==> src/rtl/led_frame_streamer_if.sv <==
// led_frame_streamer_if
//   Bundles the RAM read port and the ws2812 encoder handshake used by
//   led_frame_streamer.
//   master : streamer side (drives address/select and the encoder word)
//   slave  : RAM bank + encoder side
//   Signals:
//     addr_out     RAM read address (byte offset inside a 512x8 block)
//     ram_sel      one-hot RAM block select, all-zero when not reading
//     ram_data_in  selected RAM dout, valid one cycle after addr/sel
//     new_data_req one-cycle pulse from the encoder: word latched, send next
//     rgb_data_out {G,R,B} word presented to the encoder
//     send_leds_n  active-low frame enable to the encoder
interface led_frame_streamer_if #(
  parameter int unsigned NUM_MEM_BLOCKS = 14,
  parameter int unsigned ADDR_W         = 9
);
  logic [ADDR_W-1:0]         addr_out;
  logic [NUM_MEM_BLOCKS-1:0] ram_sel;
  logic [7:0]                ram_data_in;
  logic                      new_data_req;
  logic [23:0]               rgb_data_out;
  logic                      send_leds_n;

  modport master (
    output addr_out, ram_sel, rgb_data_out, send_leds_n,
    input  ram_data_in, new_data_req
  );

  modport slave (
    input  addr_out, ram_sel, rgb_data_out, send_leds_n,
    output ram_data_in, new_data_req
  );
endinterface

==> src/rtl/led_frame_streamer.sv <==
// led_frame_streamer
//   Walks the RAM bank as one linear byte space, packs every three bytes
//   into a {G,R,B} word and streams the words to the ws2812 encoder on the
//   new_data_req handshake, holding send_leds_n low for the whole frame.
//   Owns the RAM read port while busy is high.
//   Ports:
//     clk_sb    system bus clock, rising edge
//     reset_n   asynchronous active-low reset
//     start     one-cycle frame-start pulse (accepted only when idle)
//     num_leds  LED count, sampled on the start cycle, clamped to MAX_LEDS
//     busy      high from the accepted start until the done pulse
//     done      one-cycle pulse at frame end
//     bus       RAM read port + encoder handshake (master side)
module led_frame_streamer #(
  parameter int unsigned NUM_MEM_BLOCKS = 14,
  parameter int unsigned ADDR_W         = 9,
  parameter int unsigned LED_CNT_W      = 12
) (
  input  logic                 clk_sb,
  input  logic                 reset_n,
  input  logic                 start,
  input  logic [LED_CNT_W-1:0] num_leds,
  output logic                 busy,
  output logic                 done,
  led_frame_streamer_if.master bus
);

  localparam int unsigned MAX_LEDS = (NUM_MEM_BLOCKS * (2 ** ADDR_W)) / 3;
  localparam int unsigned BLK_W    = (NUM_MEM_BLOCKS > 1) ? $clog2(NUM_MEM_BLOCKS) : 1;
  localparam int unsigned PTR_W    = ADDR_W + BLK_W;
  localparam logic [LED_CNT_W-1:0] MAX_LEDS_C = LED_CNT_W'(MAX_LEDS);

  typedef enum logic [2:0] {
    S_IDLE,
    S_FETCH,
    S_PRIME,
    S_STREAM,
    S_DRAIN,
    S_FIN
  } state_t;

  // state and datapath registers
  state_t                    r_state;
  logic [PTR_W-1:0]          r_ptr;       // next byte to issue
  logic [1:0]                r_fcnt;      // cycle inside the 4-cycle fetch
  logic [7:0]                r_stage_g;
  logic [7:0]                r_stage_r;
  logic [LED_CNT_W-1:0]      r_n;
  logic [LED_CNT_W-1:0]      r_fetched;   // LEDs loaded into rgb_data_out
  logic                      r_pend;
  logic                      r_busy;
  logic                      r_done;
  logic [ADDR_W-1:0]         r_addr;
  logic [NUM_MEM_BLOCKS-1:0] r_sel;
  logic [23:0]               r_rgb;
  logic                      r_send_n;

  // next-state values
  state_t                    w_state_nxt;
  logic [PTR_W-1:0]          w_ptr_nxt;
  logic [1:0]                w_fcnt_nxt;
  logic [7:0]                w_stage_g_nxt;
  logic [7:0]                w_stage_r_nxt;
  logic [LED_CNT_W-1:0]      w_n_nxt;
  logic [LED_CNT_W-1:0]      w_fetched_nxt;
  logic                      w_pend_nxt;
  logic                      w_busy_nxt;
  logic                      w_done_nxt;
  logic [ADDR_W-1:0]         w_addr_nxt;
  logic [NUM_MEM_BLOCKS-1:0] w_sel_nxt;
  logic [23:0]               w_rgb_nxt;
  logic                      w_send_n_nxt;
  logic                      w_issue;
  logic [LED_CNT_W-1:0]      w_n_clamp;

  assign w_n_clamp = (num_leds > MAX_LEDS_C) ? MAX_LEDS_C : num_leds;

  always_ff @(posedge clk_sb or negedge reset_n) begin
    if (!reset_n) begin
      r_state   <= S_IDLE;
      r_ptr     <= '0;
      r_fcnt    <= '0;
      r_stage_g <= '0;
      r_stage_r <= '0;
      r_n       <= '0;
      r_fetched <= '0;
      r_pend    <= 1'b0;
      r_busy    <= 1'b0;
      r_done    <= 1'b0;
      r_addr    <= '0;
      r_sel     <= '0;
      r_rgb     <= '0;
      r_send_n  <= 1'b1;
    end else begin
      r_state   <= w_state_nxt;
      r_ptr     <= w_ptr_nxt;
      r_fcnt    <= w_fcnt_nxt;
      r_stage_g <= w_stage_g_nxt;
      r_stage_r <= w_stage_r_nxt;
      r_n       <= w_n_nxt;
      r_fetched <= w_fetched_nxt;
      r_pend    <= w_pend_nxt;
      r_busy    <= w_busy_nxt;
      r_done    <= w_done_nxt;
      r_addr    <= w_addr_nxt;
      r_sel     <= w_sel_nxt;
      r_rgb     <= w_rgb_nxt;
      r_send_n  <= w_send_n_nxt;
    end
  end

  // addr_out/ram_sel are registered, so each read address is set up on the
  // edge that enters the cycle it is presented in. w_issue presents r_ptr
  // in the following cycle and advances the pointer.
  always_comb begin
    w_state_nxt   = r_state;
    w_ptr_nxt     = r_ptr;
    w_fcnt_nxt    = r_fcnt;
    w_stage_g_nxt = r_stage_g;
    w_stage_r_nxt = r_stage_r;
    w_n_nxt       = r_n;
    w_fetched_nxt = r_fetched;
    w_pend_nxt    = r_pend;
    w_busy_nxt    = r_busy;
    w_done_nxt    = 1'b0;
    w_addr_nxt    = r_addr;
    w_sel_nxt     = r_sel;
    w_rgb_nxt     = r_rgb;
    w_send_n_nxt  = r_send_n;
    w_issue       = 1'b0;

    case (r_state)
      S_IDLE: begin
        if (start) begin
          if (w_n_clamp == '0) begin
            w_done_nxt = 1'b1;
          end else begin
            w_n_nxt       = w_n_clamp;
            w_fetched_nxt = '0;
            w_pend_nxt    = 1'b0;
            w_busy_nxt    = 1'b1;
            w_fcnt_nxt    = '0;
            // byte 0 is issued directly; r_ptr still holds the previous frame
            w_addr_nxt    = '0;
            w_sel_nxt     = NUM_MEM_BLOCKS'(1);
            w_ptr_nxt     = PTR_W'(1);
            w_state_nxt   = S_FETCH;
          end
        end
      end

      S_FETCH: begin
        if (bus.new_data_req) begin
          w_pend_nxt = 1'b1;
        end
        w_fcnt_nxt = r_fcnt + 2'd1;
        case (r_fcnt)
          2'd0: begin
            w_issue = 1'b1;
          end
          2'd1: begin
            w_issue       = 1'b1;
            w_stage_g_nxt = bus.ram_data_in;
          end
          2'd2: begin
            w_sel_nxt     = '0;
            w_stage_r_nxt = bus.ram_data_in;
          end
          default: begin
            w_rgb_nxt     = {r_stage_g, r_stage_r, bus.ram_data_in};
            w_fetched_nxt = r_fetched + LED_CNT_W'(1);
            w_state_nxt   = (r_fetched == '0) ? S_PRIME : S_STREAM;
          end
        endcase
      end

      S_PRIME: begin
        w_send_n_nxt = 1'b0;
        w_state_nxt  = S_STREAM;
      end

      S_STREAM: begin
        if (bus.new_data_req || r_pend) begin
          w_pend_nxt = 1'b0;
          if (r_fetched < r_n) begin
            w_fcnt_nxt  = '0;
            w_issue     = 1'b1;
            w_state_nxt = S_FETCH;
          end else begin
            w_state_nxt = S_DRAIN;
          end
        end
      end

      // The encoder already holds the final word; close the frame.
      S_DRAIN: begin
        w_send_n_nxt = 1'b1;
        w_done_nxt   = 1'b1;
        w_busy_nxt   = 1'b0;
        w_state_nxt  = S_FIN;
      end

      S_FIN: begin
        w_state_nxt = S_IDLE;
      end

      default: begin
        w_state_nxt = S_IDLE;
      end
    endcase

    if (w_issue) begin
      w_addr_nxt = r_ptr[ADDR_W-1:0];
      w_sel_nxt  = NUM_MEM_BLOCKS'(1) << r_ptr[PTR_W-1:ADDR_W];
      w_ptr_nxt  = r_ptr + PTR_W'(1);
    end
  end

  assign busy             = r_busy;
  assign done             = r_done;
  assign bus.addr_out     = r_addr;
  assign bus.ram_sel      = r_sel;
  assign bus.rgb_data_out = r_rgb;
  assign bus.send_leds_n  = r_send_n;

endmodule

==> src/flat_wrapper.sv <==
// flat-port wrapper written by rule: the top's interface ports become plain ports
module led_frame_streamer_flat 
#(
  parameter int unsigned NUM_MEM_BLOCKS = 14,
  parameter int unsigned ADDR_W         = 9,
  parameter int unsigned LED_CNT_W      = 12
)
  (clk_sb, reset_n, start, num_leds, busy, done, bus_addr_out, bus_ram_sel, bus_rgb_data_out, bus_send_leds_n, bus_ram_data_in, bus_new_data_req);
  led_frame_streamer_if #(.NUM_MEM_BLOCKS(NUM_MEM_BLOCKS), .ADDR_W(ADDR_W)) bus_i ();
  input  logic clk_sb;
  input  logic reset_n;
  input  logic start;
  input  logic [LED_CNT_W-1:0] num_leds;
  output logic busy;
  output logic done;
  output wire logic [$bits(bus_i.addr_out)-1:0] bus_addr_out;
  output wire logic [$bits(bus_i.ram_sel)-1:0] bus_ram_sel;
  output wire logic [$bits(bus_i.rgb_data_out)-1:0] bus_rgb_data_out;
  output wire logic [$bits(bus_i.send_leds_n)-1:0] bus_send_leds_n;
  input wire logic [$bits(bus_i.ram_data_in)-1:0] bus_ram_data_in;
  input wire logic [$bits(bus_i.new_data_req)-1:0] bus_new_data_req;
  assign bus_addr_out = bus_i.addr_out;
  assign bus_ram_sel = bus_i.ram_sel;
  assign bus_rgb_data_out = bus_i.rgb_data_out;
  assign bus_send_leds_n = bus_i.send_leds_n;
  assign bus_i.ram_data_in = bus_ram_data_in;
  assign bus_i.new_data_req = bus_new_data_req;
  led_frame_streamer #(.NUM_MEM_BLOCKS(NUM_MEM_BLOCKS), .ADDR_W(ADDR_W), .LED_CNT_W(LED_CNT_W)) u_core (.clk_sb(clk_sb), .reset_n(reset_n), .start(start), .num_leds(num_leds), .busy(busy), .done(done), .bus(bus_i));
endmodule
==> config.mk <==
export PLATFORM = sky130hd
export DESIGN_NAME = led_frame_streamer_flat
export DESIGN_NICKNAME = d
export VERILOG_FILES = /design/src/rtl/led_frame_streamer_if.sv /design/src/rtl/led_frame_streamer.sv /design/src/flat_wrapper.sv
export SDC_FILE = /design/constraint.sdc
export NUM_CORES = 1
export LEC_CHECK = 0
export CAP_MARGIN = 15
export CORE_UTILIZATION = 30
export DETAILED_ROUTE_END_ITERATION = 16
export SLEW_MARGIN = 15
export SYNTH_ARGS = -nofsm -noshare
export SYNTH_HDL_FRONTEND = slang
export SYNTH_SLANG_ARGS = --single-unit
==> constraint.sdc <==
create_clock -name clk_sb -period 2.4 [get_ports clk_sb]
set_input_delay 0.48 -clock clk_sb [delete_from_list [all_inputs] [get_ports clk_sb]]
set_output_delay 0.48 -clock clk_sb [all_outputs]
set_load 0.02 [all_outputs]
==> flow_metrics.tcl, run 1 <==
set metrics [dict create \
    run_status "finished with violations" \
    violations "negative setup slack" \
    die_w_um 133.5 \
    synth_edf_count 0 \
    vdd_drop_max_mv 0.6396 \
    htreeDepth 3 \
    std_cell_rows 47 \
    portBuffers 73 \
    switchingPower_mw 3.231 \
    grt_overflow 0 \
    grt_max_degree 47 \
    ys_seq_area_frac 0.5264 \
    wire_per_inst_um 15.36 \
    crit_path_end_kind "flop" \
    postLayoutCellArea_mm2 0.007005 \
    holdWs_ps 91.32 \
    path_cells "ha_1 -> nand4_1 -> a2111oi_4 -> a21oi_2 -> buf_4 -> a31oi_4 -> buf_12 -> nor3_1 -> a211o_1" \
    wirelength_um 13300 \
    layoutNonFillerInstCount 866 \
    syn_avg_cell_area_um2 9.893 \
    drtAntennaViolNets 0 \
    path_buf_inv 2 \
    r2r-end "u_core.r_ptr[4]$_DFFE_PN0P_" \
    max_slew_margin 0.6669 \
    clockBufferDepth 2 \
    power.internal_mw 5.242 \
    crit_start "u_core.r_fetched[9]$_DFFE_PN0P_" \
    grt_pass1_wl_um 21940 \
    io_pins 74 \
    gp_congestion 0.8440 \
    drc 0 \
    async_flop_share 1.000 \
    hold_buffers 0 \
    seqPwrFrac 0.340 \
    dp_hpwl_um 9309 \
    num_vias 4333 \
    ys.flop_type "dfrtp_1" \
    yosys_warnings 0 \
    max_freq_mhz 414.5 \
    antenna_found_initial 0 \
    cp-start-kind "flop" \
    power_density_mw_per_mm2 1210 \
    netlist_area_mm2 0.005184 \
    swShare 0.3813 \
    firstDrtPassIters 5 \
    crit_type "flop to flop" \
    fin_crit_sh 1.005 \
    min_path_type "primary input to async pin" \
    crit_family "compound AO/OA/AOI/OAI gates" \
    cts_root_buffer "clkbuf_16" \
    power_leakage_nw 3.273 \
    min_period_ps 2413 \
    start_util 0.3104 \
    worstSetupEndpoint "u_core.r_ptr[4]$_DFFE_PN0P_" \
    layout_setup_ws_ps -12.72 \
    final.setup.tns_ps -35.59 \
    rr_worst_depth 9 \
    rsz0062_at_grt "yes" \
    regToRegStartpoint "u_core.r_fetched[9]$_DFFE_PN0P_" \
    grt.total_usage 0.1531 \
    r2r_slack_ps -10 \
    clk_latency_ps 350 \
    dp.cells 845 \
    viasPerCell 5.003 \
    final_core_util 0.4195 \
    grt_pass1_vias 4392 \
    maxCapViolations 0 \
    cts_sinks 109 \
    cp_slowest_cell "dfrtp_1" \
    cp.arrival_ps 2650 \
    core_area_mm2 0.01670 \
    drive_gt1_frac 0.1749 \
    synth-seq-cells 109 \
    antenna_cells 0 \
    worst_slew_pin_slew_ps 499.7 \
    fin_skew_ps 12.04 \
    drt_iter0_markers 248 \
    fp.dieH_um 133.5 \
    slew_viol_final 0 \
    syn_nets 566 \
    mostFrequentLayoutCells "108 x nand2_1, 108 x dfrtp_1, 69 x clkdlybuf4s50_1, 51 x buf_4, 29 x nand3_1" \
    cts_made_buffers 9 \
    clk_pin_slew_worst_paths_ps 70 \
    cp_max_fo 13 \
    critPathMaxStageDelay_ps 410 \
    tritoncts "done" \
    fin_nets 683 \
    worstPathRequired_ps 2640 \
    die_area_mm2 0.01781 \
    areaGrowthSynthToFinish_pct 35.14 \
    ys_types 53 \
    power.share.clock 0.184 \
    fill_cells 1627 \
    synthCells 524 \
    placed_cell_area_mm2 0.006507 \
    critical_path_depth 9 \
    hold_viol_final 0 \
    setup_viol 4 \
    pwr-share-comb 0.476 \
]
## area by class of cell
cell class	count	area, um2	share of cell area
clock buffers	12	256.5	0.03661
clock inverters	4	53.80	0.007680
inverters	22	82.58	0.01179
multi-input cells	366	2341	0.3342
flip-flops and latches	109	2729	0.3895
well taps	220	275.3	0.03929
repair buffers	133	1267	0.1809
## power groups by stage
stage / clock, mW / sequential [mW] / combinational [mW]
after floorplan: 0 / 3.14 / 1.90
after global placement: 0 / 2.90 / 3.55
after detailed placement: 0 / 2.92 / 3.66
after CTS: 1.59 / 2.89 / 3.71
after global routing: 1.66 / 2.97 / 4.43
final: 1.56 / 2.88 / 4.03
## cell usage after synthesis, drive strengths merged (12+ instances only)
cell    number  area (um2)
nor2        22       85.09
a22o        12       105.1
o21ai       27       135.1
dfrtp      108        2703
nor3        16       80.08
ha          18       225.2
nand3       29       145.1
nand2      109       416.7
and3        14       87.58
inv         22       82.58
clkbuf      18       68.81
mux2        16       180.2
a21oi       18       90.09
## metal layers
metal,GRT usage,vias up,share of wire
met5,0,-,0
met4,0.05366,0,0.013
met3,0.02397,17,0.028
met2,0.2575,73,0.51
met1,0.1994,2155,0.45
li1,-,2088,-
## state kept, by name, indices dropped and copies added, names as in the netlist
| name | flops |
|---|---|
| u_core.r_pend | 1 |
| u_core.r_stage_r | 8 |
| u_core.busy | 1 |
| u_core.r_fcnt | 2 |
| u_core.bus.addr_out | 9 |
| u_core.bus.rgb_data_out | 24 |
| u_core.r_state | 3 |
| u_core.bus.send_leds_n | 1 |
| u_core.r_stage_g | 8 |
| u_core.r_fetched | 12 |
| u_core.bus.ram_sel | 14 |
| u_core.r_ptr | 13 |
| u_core.done | 1 |
| u_core.r_n | 12 |
## through the flow
step	setup slack, ps	power (mW)
2_1_floorplan	1.091	5.043
4_1_cts	1.263	8.188
3_5_place_dp	-467.5	6.580
3_3_place_gp	-424.2	6.443
5_1_grt	-119.7	9.064
6_report	-12.72	8.473
## worst reg2reg max path, cell delays in order (launching register included)
cell and delay (ps):
dfrtp_1 410, ha_1 320, nand4_1 210, a2111oi_4 300, a21oi_2 140, buf_4 180, a31oi_4 240, buf_12 180
nor3_1 60, a211o_1 270
## kinds of logic after synthesis
kind of cell / synth area share
AOI/OAI and AO/OA: 0.1364
xor gates and xnor gates: 0.01014
adders and majority gates: 0.04345
buffers and inverters: 0.03982
DFF: 0.5264
muxes: 0.04055
and+or+nand+nor: 0.2032
## repair_timing
action / CTS / global route
cloned: 0 / 2
setup buffers: 0 / 3
endpoints found under the setup margin: 32 / 45
resized for setup: 5 / 25
pin swaps: 5 / 8
## worst min-delay path by stage
| stage | start | to | slack [ps] | cells after the start |
|---|---|---|---|---|
| 2_1_floorplan | reset_n | u_core.bus.addr_out[0]$_DFFE_PN0P_ | 180 | 0 |
| 3_3_place_gp | u_core.r_stage_r[0]$_DFFE_PN0P_ | u_core.bus.rgb_data_out[8]$_DFFE_PN0P_ | 440 | 2 |
| 3_5_place_dp | u_core.r_stage_r[7]$_DFFE_PN0P_ | u_core.bus.rgb_data_out[15]$_DFFE_PN0P_ | 450 | 2 |
| 4_1_cts | reset_n | u_core.r_fetched[10]$_DFFE_PN0P_ | 110 | 1 |
| 5_1_grt | reset_n | u_core.bus.rgb_data_out[14]$_DFFE_PN0P_ | 130 | 1 |
| 6_report | reset_n | u_core.bus.rgb_data_out[14]$_DFFE_PN0P_ | 90 | 1 |
No activity file was read; power rests on OpenSTA's default activity.
==> inputs of run 2 (changes only) <==
- CORE_ASPECT_RATIO: unset -> 2
==> flow_metrics.tcl, run 2 (synthesized netlist as in run 1, its figures left out) <==
set metrics [dict create \
    min_period_ps 2395 \
    critPathMaxStageDelay_ps 420 \
    fin_skew_ps 7.009 \
    drt_iter0_markers 207 \
    clk_latency_ps 350 \
    dp_worst_setup_slack_ps -506.3 \
    maxCapViolations 0 \
    die_w_um 94.95 \
    gp_congestion 0.8641 \
    worstPathRequired_ps 2640 \
    core_area_mm2 0.01685 \
    cts_root_buffer "clkbuf_16" \
    cts_sinks 109 \
    vdd_drop_max_mv 0.7632 \
    placed_cell_area_mm2 0.006561 \
    hold_viol_final 0 \
    cp.arrival_ps 2630 \
    fp.dieH_um 187.9 \
    cts_made_buffers 9 \
    cp_slowest_cell "dfrtp_1" \
    num_vias 4463 \
    dp_hpwl_um 10610 \
    layout_setup_ws_ps 5.332 \
    grt_pass1_wl_um 23020 \
    htreeDepth 3 \
    slew_viol_final 0 \
    cp_max_fo 8 \
    worst_slew_pin_slew_ps 581.3 \
    fin_nets 694 \
    cp-start-kind "flop" \
    path_cells "ha_4 -> nand4_1 -> a2111oi_4 -> a21oi_2 -> buf_4 -> a31oi_4 -> buf_12 -> nor3_1 -> a211o_1" \
    max_freq_mhz 417.6 \
    max_slew_margin 0.6125 \
    antenna_found_initial 0 \
    run_status "finished, final reports clean" \
    grt_pass1_vias 4595 \
    drc 0 \
    fin_crit_sh 0.9978 \
    portBuffers 73 \
    io_pins 74 \
    power_leakage_nw 3.375 \
    grt.total_usage 0.1689 \
    clk_pin_slew_worst_paths_ps 80 \
    clockBufferDepth 2 \
    die_area_mm2 0.01784 \
    wire_per_inst_um 16.92 \
    min_path_type "primary input to async pin" \
    power_density_mw_per_mm2 1223 \
    crit_family "compound AO/OA/AOI/OAI gates" \
    layout_commonest_cell "dfrtp_1" \
    largest_reg_flops 24 \
    setup_viol 0 \
    path_buf_inv 2 \
    r2r_slack_ps 5 \
    viasPerCell 5.166 \
    drtAntennaViolNets 0 \
    firstDrtPassIters 4 \
    crit_path_end_kind "flop" \
    areaGrowthSynthToFinish_pct 39.39 \
    std_cell_rows 67 \
    grt_max_degree 41 \
    crit_type "flop to flop" \
    wirelength_um 14620 \
    rsz0062_at_grt "yes" \
    regToRegStartpoint "u_core.r_fetched[10]$_DFFE_PN0P_" \
    antenna_cells 0 \
    hold_buffers 0 \
    grt_overflow 0 \
    start_util 0.3076 \
    rr_worst_depth 9 \
    drive_gt1_frac 0.2100 \
    tritoncts "done" \
    r2r-end "u_core.r_ptr[5]$_DFFE_PN0P_" \
    mostFrequentLayoutCells "108 x dfrtp_1, 107 x nand2_1, 68 x clkdlybuf4s50_1, 60 x buf_4, 29 x nand3_1" \
    postLayoutCellArea_mm2 0.007226 \
]
==> run 2: cell count changes in the layout (fill, tap and decap cells not counted), moves of 2 or more <==
cell / previous run / this run
nor3_1: 15 / 11
nor3_2: 1 / 5
o31ai_2: 0 / 2
o41ai_1: 7 / 2
buf_12: 3 / 5
o31ai_1: 8 / 6
buf_4: 51 / 60
clkbuf_8: 2 / 0
inv_6: 1 / 3
o41ai_2: 0 / 5
==> run 2: per-stage QoR <==
| step | hold slack [ps] | total power [mW] | utilization | setup TNS, ps | instances |
|---|---|---|---|---|---|
| CTS | 131.7 | 8.429 | 0.4147 | 0 | 856 |
| floorplan | 184.4 | 5.043 | - | 0 | 524 |
| finish | 112.0 | 8.839 | 0.4288 | 0 | 864 |
| detailed placement | 450.5 | 6.743 | 0.3894 | -23720 | 838 |
| global route | 148.7 | 9.390 | 0.4288 | -2377 | 864 |
| global placement | 443.2 | 6.622 | 0.3894 | -21350 | 838 |
==> run 2: report_power, final <==
group | internal (mW) | total (mW) | switching [mW]
Combinational | 2.10 | 4.38 | 2.28
Sequential | 2.47 | 2.91 | 0.441
Clock | 0.831 | 1.55 | 0.717
==> run 2: layout make-up <==
| type | count | area (um2) |
|---|---|---|
| Tap cell | 207 | 259.0 |
| Sequential cell | 109 | 2729 |
| Inverter | 22 | 82.58 |
| Clock inverter | 6 | 80.08 |
| Fill cell | 1587 | 9624 |
| Timing Repair Buffer | 144 | 1384 |
| Clock buffer | 10 | 229.0 |
| Multi-Input combinational cell | 366 | 2462 |
==> run 2: repair_timing <==
action,4_1_cts,5_1_grt
endpoints found under the setup margin,42,49
endpoints found under the hold margin,0,0
cloned,1,2
resized for setup,22,24
pin swaps,7,16
setup buffers,1,6
==> run 2: per-layer routing <==
layer	up-vias	wire length, um	track usage
li1	2105	-	-
met1	2224	5364	0.1810
met2	94	8297	0.3082
met3	40	369	0.02433
met4	0	590	0.08916
met5	-	0	0
==> run 2: worst register-to-register path, stage by stage (launching register included) <==
cell and delay (ps):
dfrtp_1 420, ha_4 280, nand4_1 200, a2111oi_4 340, a21oi_2 140, buf_4 170, a31oi_4 240, buf_12 170
nor3_1 50, a211o_1 270
==> run 2: how the worst max path moves through the flow <==
stage,startpoint,endpoint,slack [ps],cells past startpoint
3_5_place_dp,num_leds[10],u_core.bus.addr_out[1]$_DFFE_PN0P_,-510,7
4_1_cts,num_leds[10],u_core.r_fcnt[0]$_DFFE_PN0P_,0.8,9
6_report,u_core.r_fetched[10]$_DFFE_PN0P_,u_core.r_ptr[5]$_DFFE_PN0P_,5,9
2_1_floorplan,u_core.r_fetched[10]$_DFFE_PN0P_,u_core.bus.ram_sel[12]$_DFFE_PN0P_,1,9
5_1_grt,u_core.r_n[9]$_DFFE_PN0P_,u_core.r_ptr[9]$_DFFE_PN0P_,-140,10
3_3_place_gp,num_leds[10],u_core.r_n[2]$_DFFE_PN0P_,-480,9
==> inputs of run 3 (changes only) <==
- DONT_BUFFER_PORTS: unset -> 1
==> flow_metrics.tcl, run 3 (synthesized netlist as in run 1, its figures left out) <==
set metrics [dict create \
    crit_path_end_kind "flop" \
    cp_max_fo 21 \
    num_vias 4024 \
    clk_latency_ps 360 \
    drt_iter0_markers 174 \
    portBuffers 0 \
    grt.total_usage 0.1518 \
    grt_util_met2 0.2789 \
    firstDrtPassIters 4 \
    dp.cells 744 \
    seqPwrFrac 0.408 \
    grt_max_degree 110 \
    final.setup.tns_ps 0 \
    power.internal_mw 4.847 \
    top_usage_layer "met2" \
    largest_reg_flops 24 \
    grt_overflow 0 \
    die_area_mm2 0.01784 \
    rsz0062_at_grt "no" \
    cp-start-kind "flop" \
    vdd_drop_max_mv 0.7789 \
    max_slew_margin 0.6052 \
    tritoncts "done" \
    setup_viol 0 \
    worstPathRequired_ps 2640 \
    hold_viol_final 108 \
    cp.arrival_ps 2540 \
    fin_crit_sh 0.9599 \
    power_leakage_nw 2.947 \
    swShare 0.3923 \
    crit_type "flop to flop" \
    dp_hpwl_um 9764 \
    die_w_um 94.95 \
    antenna_cells 0 \
    slew_viol_final 0 \
    cts_root_buffer "clkbuf_16" \
    power_mw 7.976 \
    final_core_util 0.3652 \
    drtAntennaViolNets 0 \
    grt_pass1_vias 3935 \
    std_cell_rows 67 \
    max_freq_mhz 434.1 \
    power.share.clock 0.203 \
    io_pins 74 \
    maxCapViolations 0 \
    htreeDepth 3 \
    viasPerCell 5.253 \
    wirelength_um 13220 \
    antenna_found_initial 0 \
    drc 0 \
    violations "negative hold slack" \
    gp_congestion 0.8520 \
    cts_made_buffers 9 \
    wire_per_inst_um 17.26 \
    fin_nets 597 \
    power_density_mw_per_mm2 1296 \
    start_util 0.3076 \
    run_status "finished with violations" \
    fp.dieH_um 187.9 \
    gr-usage-met1 0.1568 \
    worst_slew_pin_slew_ps 586.8 \
    pwr-share-comb 0.389 \
    holdWs_ps -183.5 \
    fin_skew_ps 13.75 \
    grt_pass1_wl_um 20520 \
    areaGrowthSynthToFinish_pct 18.71 \
    cts_sinks 109 \
    min_path_type "primary input to async pin" \
    drive_gt1_frac 0.1789 \
    core_area_mm2 0.01685 \
    min_period_ps 2304 \
    mostFrequentLayoutCells "108 x nand2_1, 108 x dfrtp_1, 42 x buf_4, 28 x nand3_1, 25 x o21ai_0" \
    switchingPower_mw 3.129 \
    grt_util_met3 0.02676 \
    clockBufferDepth 2 \
    layoutNonFillerInstCount 766 \
    clk_pin_slew_worst_paths_ps 80 \
]
## run 3: cell count changes in the layout (fill, tap and decap cells not counted), sizes merged
cell / delta
clkdlybuf4s50: -68
buf: -24
dlymetal6s2s: -3
bufinv: +1
clkbuf: -1
clkinvlp: -1
dlygate4sd2: -1
inv: -1
## run 3: routing by layer
layer	wire length (um)	vias to the layer above
met1	4857	2011
met4	408	0
met3	494	21
met5	0	-
li1	-	1913
met2	7463	79
## run 3: power by group through the flow
stage | combinational, mW | clock (mW) | sequential (mW)
after floorplan | 1.90 | 0 | 3.14
after global placement | 2.66 | 0 | 3.28
after detailed placement | 2.75 | 0 | 3.30
after CTS | 2.81 | 1.66 | 3.27
after global routing | 3.45 | 1.71 | 3.34
final | 3.10 | 1.62 | 3.25
## run 3: path summary, 6_finish.rpt
path | startpoint | end | slack, ps | cells past startpoint
max | u_core.r_fetched[2]$_DFFE_PN0P_ | u_core.bus.ram_sel[8]$_DFFE_PN0P_ | 100 | 9
min | reset_n | u_core.r_fetched[1]$_DFFE_PN0P_ | -180 | 0
max reg2reg | u_core.r_fetched[2]$_DFFE_PN0P_ | u_core.bus.ram_sel[8]$_DFFE_PN0P_ | 100 | 9
min reg2reg | u_core.r_stage_r[0]$_DFFE_PN0P_ | u_core.bus.rgb_data_out[8]$_DFFE_PN0P_ | 470 | 2
max in group asynchronous | reset_n | u_core.bus.send_leds_n$_DFFE_PN1P_ | 2330 | 0
min in group clk_sb | bus_ram_data_in[4] | u_core.bus.rgb_data_out[4]$_DFFE_PN0P_ | 240 | 2
## run 3: cell type report
class	instances	area (um2)
clock buffers	10	239.0
multi-input cells	366	2350
clock inverters	5	82.58
well taps	207	259.0
fillers	1634	10700
repair buffers	47	411.6
inverters	22	82.58
flip-flops and latches	109	2729
## run 3: worst max-delay path: stages, from the launching register on
cell and delay [ps]:
dfrtp_1 400, ha_1 230, buf_4 130, a2111o_1 350
a21oi_2 190, buf_4 160, a31oi_4 110, buf_12 180
buf_12 150, o41ai_2 290
## run 3: per-stage QoR
stage	hold slack (ps)	instance area, um2	setup WS (ps)
global placement	188.5	5650	-185.8
global route	-196.4	6153	16.05
detailed placement	189.9	5650	-248.1
finish	-183.5	6153	96.18
CTS	-196.9	6011	7.593
floorplan	184.4	5184	1.091
## run 3: timing repair
item | 4_1_cts | 5_1_grt
gates resized for setup | 8 | 9
pin swaps | 3 | 6
setup endpoints to repair | 31 | 29
hold endpoints to repair | 109 | 108
setup buffers | 0 | 6
gates cloned | 0 | 1
